$ cat src/rtl/ram_dp_sync_be.sv
// Synchronous true dual-port RAM with byte-lane writes, 1- or 2-cycle registered
// reads, same-address write/write flagging and a post-reset clearing sequencer.
//
// state    | meaning
// ST_INIT  | writing INIT_VALUE to mem[cnt_q]; port traffic is dropped
// ST_READY | normal dual-port operation
module ram_dp_sync_be #(
  parameter int DATA_WIDTH = 16,
  parameter int ADDR_WIDTH = 6,
  parameter int RAM_DEPTH  = 64,
  parameter int RD_LATENCY = 1,
  parameter logic [DATA_WIDTH-1:0] INIT_VALUE = '0,
  localparam int BE_WIDTH  = DATA_WIDTH / 8
) (
  input  logic                  clk,
  input  logic                  rst_n,
  input  logic                  cs_0,
  input  logic                  we_0,
  input  logic [BE_WIDTH-1:0]   be_0,
  input  logic [ADDR_WIDTH-1:0] address_0,
  input  logic [DATA_WIDTH-1:0] wdata_0,
  output logic [DATA_WIDTH-1:0] rdata_0,
  output logic                  rvalid_0,
  input  logic                  cs_1,
  input  logic                  we_1,
  input  logic [BE_WIDTH-1:0]   be_1,
  input  logic [ADDR_WIDTH-1:0] address_1,
  input  logic [DATA_WIDTH-1:0] wdata_1,
  output logic [DATA_WIDTH-1:0] rdata_1,
  output logic                  rvalid_1,
  output logic                  init_busy,
  output logic                  collision
);

  typedef enum logic {ST_INIT, ST_READY} state_t;

  localparam logic [ADDR_WIDTH-1:0] LAST_ADDR = ADDR_WIDTH'(RAM_DEPTH - 1);
  localparam logic [ADDR_WIDTH:0]   DEPTH_EXT = (ADDR_WIDTH + 1)'(RAM_DEPTH);

  state_t                state_q, state_d;
  logic [ADDR_WIDTH-1:0] cnt_q, cnt_d;
  logic [DATA_WIDTH-1:0] mem_q [RAM_DEPTH];

  logic                       ready;
  logic [1:0]                 cs, we, in_rng, rd_req, wr_req;
  logic [1:0][BE_WIDTH-1:0]   be;
  logic [1:0][ADDR_WIDTH-1:0] addr;
  logic [1:0][DATA_WIDTH-1:0] wdata;
  logic [1:0]                 rv1_q;
  logic [1:0][DATA_WIDTH-1:0] rd1_q;
  logic [1:0]                 rvalid;
  logic [1:0][DATA_WIDTH-1:0] rdata;
  logic                       coll_q, coll_d;

  assign cs    = {cs_1, cs_0};
  assign we    = {we_1, we_0};
  assign be    = {be_1, be_0};
  assign addr  = {address_1, address_0};
  assign wdata = {wdata_1, wdata_0};
  assign ready = (state_q == ST_READY);

  always_comb begin
    in_rng = '0;
    rd_req = '0;
    wr_req = '0;
    for (int p = 0; p < 2; p++) begin
      in_rng[p] = ({1'b0, addr[p]} < DEPTH_EXT);
      rd_req[p] = ready && cs[p] && !we[p];
      wr_req[p] = ready && cs[p] && we[p] && in_rng[p];
    end
    coll_d = ready && cs[0] && we[0] && cs[1] && we[1] && (addr[0] == addr[1]);
  end

  always_comb begin
    state_d = state_q;
    cnt_d   = cnt_q;
    unique case (state_q)
      ST_INIT: begin
        cnt_d = cnt_q + ADDR_WIDTH'(1);
        if (cnt_q == LAST_ADDR) begin
          state_d = ST_READY;
          cnt_d   = '0;
        end
      end
      ST_READY: ;
      default: state_d = ST_INIT;
    endcase
  end

  always_ff @(posedge clk or negedge rst_n) begin
    if (!rst_n) begin
      state_q <= ST_INIT;
      cnt_q   <= '0;
    end else begin
      state_q <= state_d;
      cnt_q   <= cnt_d;
    end
  end

  // Port 1 lanes are applied first so port 0 overrides on a shared address.
  always_ff @(posedge clk) begin
    if (state_q == ST_INIT) begin
      mem_q[cnt_q] <= INIT_VALUE;
    end else begin
      for (int p = 1; p >= 0; p--) begin
        for (int i = 0; i < BE_WIDTH; i++) begin
          if (wr_req[p] && be[p][i]) mem_q[addr[p]][8*i +: 8] <= wdata[p][8*i +: 8];
        end
      end
    end
  end

  always_ff @(posedge clk or negedge rst_n) begin
    if (!rst_n) begin
      rv1_q  <= '0;
      rd1_q  <= '0;
      coll_q <= 1'b0;
    end else begin
      rv1_q  <= rd_req;
      coll_q <= coll_d;
      for (int p = 0; p < 2; p++) begin
        if (rd_req[p]) rd1_q[p] <= in_rng[p] ? mem_q[addr[p]] : '0;
      end
    end
  end

  if (RD_LATENCY == 2) begin : g_lat2
    logic [1:0]                 rv2_q;
    logic [1:0][DATA_WIDTH-1:0] rd2_q;

    always_ff @(posedge clk or negedge rst_n) begin
      if (!rst_n) begin
        rv2_q <= '0;
        rd2_q <= '0;
      end else begin
        rv2_q <= rv1_q;
        for (int p = 0; p < 2; p++) begin
          if (rv1_q[p]) rd2_q[p] <= rd1_q[p];
        end
      end
    end

    assign rvalid = rv2_q;
    assign rdata  = rd2_q;
  end else begin : g_lat1
    assign rvalid = rv1_q;
    assign rdata  = rd1_q;
  end

  assign rdata_0   = rdata[0];
  assign rdata_1   = rdata[1];
  assign rvalid_0  = rvalid[0];
  assign rvalid_1  = rvalid[1];
  assign init_busy = (state_q == ST_INIT);
  assign collision = coll_q;

endmodule

$ cat config.mk
export PLATFORM = sky130hd
export DESIGN_NAME = ram_dp_sync_be
export DESIGN_NICKNAME = d
export VERILOG_FILES = /design/src/rtl/ram_dp_sync_be.sv
export SDC_FILE = /design/constraint.sdc
export NUM_CORES = 2
export LEC_CHECK = 0
export ABC_CLOCK_PERIOD_IN_PS = 2850
export CAP_MARGIN = 20
export CORE_MARGIN = 2
export CORE_UTILIZATION = 35
export DETAILED_ROUTE_END_ITERATION = 8
export SLEW_MARGIN = 20
export SYNTH_ARGS = -nofsm -noshare
export SYNTH_HDL_FRONTEND = slang
export SYNTH_SLANG_ARGS = --single-unit
$ cat constraint.sdc
create_clock -name clk -period 2.85 [get_ports clk]
set_input_delay 0.4275 -clock clk [delete_from_list [all_inputs] [get_ports clk]]
set_output_delay 0.4275 -clock clk [all_outputs]
set_load 0.02 [all_outputs]
Word level (Yosys, flattened, before mapping)
Memories as Yosys holds them, arrays and structs flattened. A register that Yosys moved wholly into a read port is not among the register bits.
Index checks and enable logic that the tools add are counted.

operators by class
  add/sub/neg operators = 1
  equal/unequal tests = 2
  multiplexer cells = 19
  bitwise operators = 1
  reduce and logical (&&, ||, !) cells = 18

operators by type and width
  cell                   count
  $mux W16               1
  $reduce_or A16 Y1      1
  $mux W1                15
  $logic_and A1 B1 Y1    13
  $mux W6                2
  $add A6 B1 Y6 const B  1
  $eq A6 B6 Y1           1
  $eq A6 B6 Y1 const B   1
  $logic_not A1 Y1       4
  $mux W2                1
  $not A1 Y1             1

word-level totals
  bits in registers = 10
  memory bits (writable) = 1024
  input bits = 54
  output and inout port bits = 36
  logic and storage cells = 46
  memories kept = 1

memories
  memory  words  bits a word  rd ports  clocked after Yosys merged registers in  wr ports  line  text
  mem_q   64     16           2         2                                        2         42    logic [DATA_WIDTH-1:0] mem_q [RAM_DEPTH];

Logic depth before layout (Yosys ltp)
  word-level depth = 8
  gate-level depth with buffers = 11
  gate-level depth less buffers = 6

Worst setup path after synthesis
Ideal clock, no wire load.

  path kind = in2reg
  start point = input port address_1[0]
  end point = memory mem_q[33][0] (enable)
  library setup time = 0.376 ns
  arrival = 2.297 ns
  required time = 2.474 ns
  slack = 0.177 ns
  cell stages on the path = 10
  buffers on the path = 6
  cells stage by stage = buf_2 > buf_6 > buf_4 > buf_4 > buf_4 > nand3b_1 > o21ai_0 > nand2_1 > buf_2 > o22ai_1

RTL lines
  element      line  text
  from (decl)  27    input logic [ADDR_WIDTH-1:0] address_1,
  to (decl)    42

Final worst setup path
  start point = register state_q, in the netlist ready
  end point = register rd1_q, in the netlist rdata_0[15], read port of mem_q

between the ends
  word-level cells in the longest chain between the ends = 2

ends and longest elaborated chain
  element                            line  text
  from (decl)                        40    state_t state_q, state_d;
  from (signal assigned)             95    state_q <= state_d;
  $logic_and A1 B1 Y1 (2 in series)  68    rd_req[p] = ready && cs[p] && !we[p];
  to (decl)                          50    logic [1:0][DATA_WIDTH-1:0] rd1_q;

Every way passes these cells.
A chain may end at the register's enable or synchronous reset.

==> out/metrics.yaml <==
min_path:
  worstHoldPathCells: 4
  hp-class: "in -> reg"
timing:
  worstMarginPinSlew_ps: 1191
  drv_slew: 0
  hold_slack_ps: 247.8
  timing.final.ws_setup_ps: 43.64
  finalSetupViolCount: 0
  finalSetupTns_ps: 0
  period_minus_slack_ps: 2806
  finalClockSkew_ps: 37.78
  rsz0062_at_grt: "false"
  hold_viol: 0
  relSlewSlack_pct: 20.42
  fmax_ghz: 0.3563
  fin_crit_sh_pct: 98.47
placed_design:
  dp.cells: 8101
  dpl_cell_area_mm2: 0.06949
  io_buffers: 89
  place_hpwl_um: 192900
  dp_slack_ps: -474.1
  gp_congestion: 1.045
setup_path:
  required_ps: 3510
  cp_slowest_cell: "a31oi_1"
  critPathTopFamily: "compound AO/OA/AOI/OAI gates"
  reg2regPathDepth: 7
  worstPathArrival_ps: 3470
  crit_buf_inv: 2
  critPathMaxStageDelay_ps: 460
  cp_max_fo: 11
  crit_path_frequent_cell: "buf_4"
  crit_chain: "buf_4 > nand2_1 > or2_2 > buf_4 > a31oi_1 > nand4_1 > o32a_1"
  cp.depth: 7
  worstSetupPathType: "reg -> reg"
  critPathCaptureType: "flop"
  start_kind: "flop"
route:
  final_antenna_net_count: 0
  vias: 53350
  wl_per_cell_um: 33.56
  drc: 0
  totalWireLength_um: 279300
  via_per_inst: 6.409
  drt_iter0_drc: 10020
  dr.pass1.iters: 7
yosys:
  syn_area_per_cell_um2: 10.94
  synth-seq-cells: 1066
  synth-async-reset-ratio_pct: 3.940
  yosys.area_share.adder_pct: 0.02045
  ys_seq_area_share_pct: 51.96
  synthSimpleGateAreaFrac_pct: 10.09
  synth_edf_count: 1024
  synthXorXnorAreaFrac_pct: 0.1145
  synth_mux_area_share_pct: 16.39
  synth_top_family_by_area: "compound AO/OA/AOI/OAI gates"
  syn_nets: 5651
  synth_compound_area_share_pct: 16.81
  synthCells: 5596
  netlist_area_mm2: 0.06120
  yosysUniqueCellTypes: 73
  synthesis.yosys.warnings: 0
  synth_ff_type: "edfxtp_1"
final_layout:
  drive_gt1_share_pct: 22.83
  fin_util_pct: 42.12
  syn2layout_area_growth_pct: 19.62
  fin_cells: 8324
  nNetsFinal: 5949
  fin_area_mm2: 0.07321
floorplan:
  dieArea_mm2: 0.1782
  rows: 153
  core_mm2: 0.1738
  ios: 90
  fp.dieH_um: 422.2
  die_w_um: 422.2
  start_util_pct: 35.21
cts:
  cts_setup_buffers: 0
  cts_htree_levels: 3
  cts.sinks: 1066
  cts_made_buffers: 115
  root_buffer: "clkbuf_16"
  clk_pin_slew_worst_paths_ps: 60
  cts_tree: "built"
  cts_buffer_depth: 3
  clkLatencyLatePin_ps: 790
power_and_ir_drop:
  report.power.total_mw: 34.92
  peakVddDrop_v: 0.0005148
  powerDensity_mw_per_mm2: 476.9
  leakage_nw: 21.87
global_routing:
  globalRouteMet2Util_pct: 45.04
  antenna_found_initial: 13
  grt_pass1_wl_um: 386700
  grt_max_degree: 65
  gr-total-overflow: 0
  track_usage_pct: 30.42
  use_met1_pct: 38.94
  first_global_vias: 49050
  grt.busiest_layer: "met2"
  grtUsageMet3_pct: 8.510
status:
  outcome: "complete, no violations"
flow_run:
  drv_cap: 0
final timing paths:
kind                                      start                       to  slack (ps)
hold reg to reg            cnt_q[2]$_DFFE_PN0N_     cnt_q[2]$_DFFE_PN0N_         580
min in group asynchronous                 rst_n  rdata_1[10]$_DFFE_PN0P_         480
setup reg to reg                ready$_DFF_PN0_  rdata_0[15]$_DFFE_PN0P_          40
max in group asynchronous                 rst_n   rdata_1[3]$_DFFE_PN0P_        1560
setup / recovery                ready$_DFF_PN0_  rdata_0[15]$_DFFE_PN0P_          40
hold / removal                     address_1[1]      collision$_DFF_PN0_         250
where the power goes:
part	internal (mW)	switching, mW
combinational	0.980	1.96
clock	8.28	6.80
sequential	16.9	0
logic make-up (layout without fill, tap and decap cells):
kind of cell,count (synthesis),in the layout
AOI/OAI and AO/OA,1738,1738
xor gates and xnor gates,8,8
adders and majority gates,1,1
buffers and inverters,638,1039
DFF,1066,1066
muxes,612,612
other,0,2
and+or+nand+nor,1533,1533
placed cells by master (no fill, tap or decap), drive strengths merged, types with 23 or more instances in the layout:
cell type	Yosys	routed
o21ai	1086	1086
mux2	80	80
clkdlybuf4s50	0	64
dfrtp	42	42
edfxtp	1024	1024
nand3	69	69
nand2	1164	1164
mux4	304	304
clkbuf	406	146
a221oi	114	114
mux2i	228	228
o22ai	163	163
a22oi	196	196
buf	222	742
clkinv	1	52
nor2	212	212
nand4	23	23
a21oi	50	50
sequential cells by signal (all words and copies together), names as in the netlist:
register   flops
cnt_q          6
collision      1
mem_q       1024
rdata_0       16
rdata_1       16
ready          1
rv1_q          2
metal layers:
metal  part of all wire (%)  up-vias
li1                       -    21910
met5                  0.050        -
met3                     14     1079
met4                    8.2       20
met1                     35    25550
met2                     43     4799
Yosys cell counts (23+ instances only):
cell,n,share of area [%]
mux2_2,72,1.3
o21ai_0,1074,8.8
edfxtp_1,1024,50
a22oi_1,196,2.4
nand3_1,69,0.56
a221oi_1,114,1.6
a21oi_1,50,0.41
mux4_2,304,11
nor2_1,188,1.2
clkbuf_1,406,2.5
buf_4,39,0.48
nand2_1,1164,7.1
buf_1,25,0.15
mux2i_1,228,3.7
nor2_2,23,0.24
nand4_1,23,0.24
buf_2,145,1.2
o22ai_1,163,1.7
dfrtp_1,42,1.7
layout make-up:
class | count | area (um^2)
clock inverters | 75 | 633.1
multi-input cells | 3892 | 26720
well taps | 2325 | 2909
inverters | 10 | 42.54
flip-flops and latches | 1066 | 31800
diodes | 2 | 5.005
fillers | 16320 | 100600
repair buffers | 809 | 8028
clock buffers | 145 | 3064
tightest hold or removal path: stages:
cell and delay [ps]:
buf_8 200, xnor2_1 170, nand4_1 130, nor3_1 60
what timing repair did:
action	in CTS	in global routing
hold buffers	1	0
endpoints found under the hold margin	28	0
setup endpoints to repair	1	0
gates resized for setup	2	0
(Power assumes the default switching activity.)
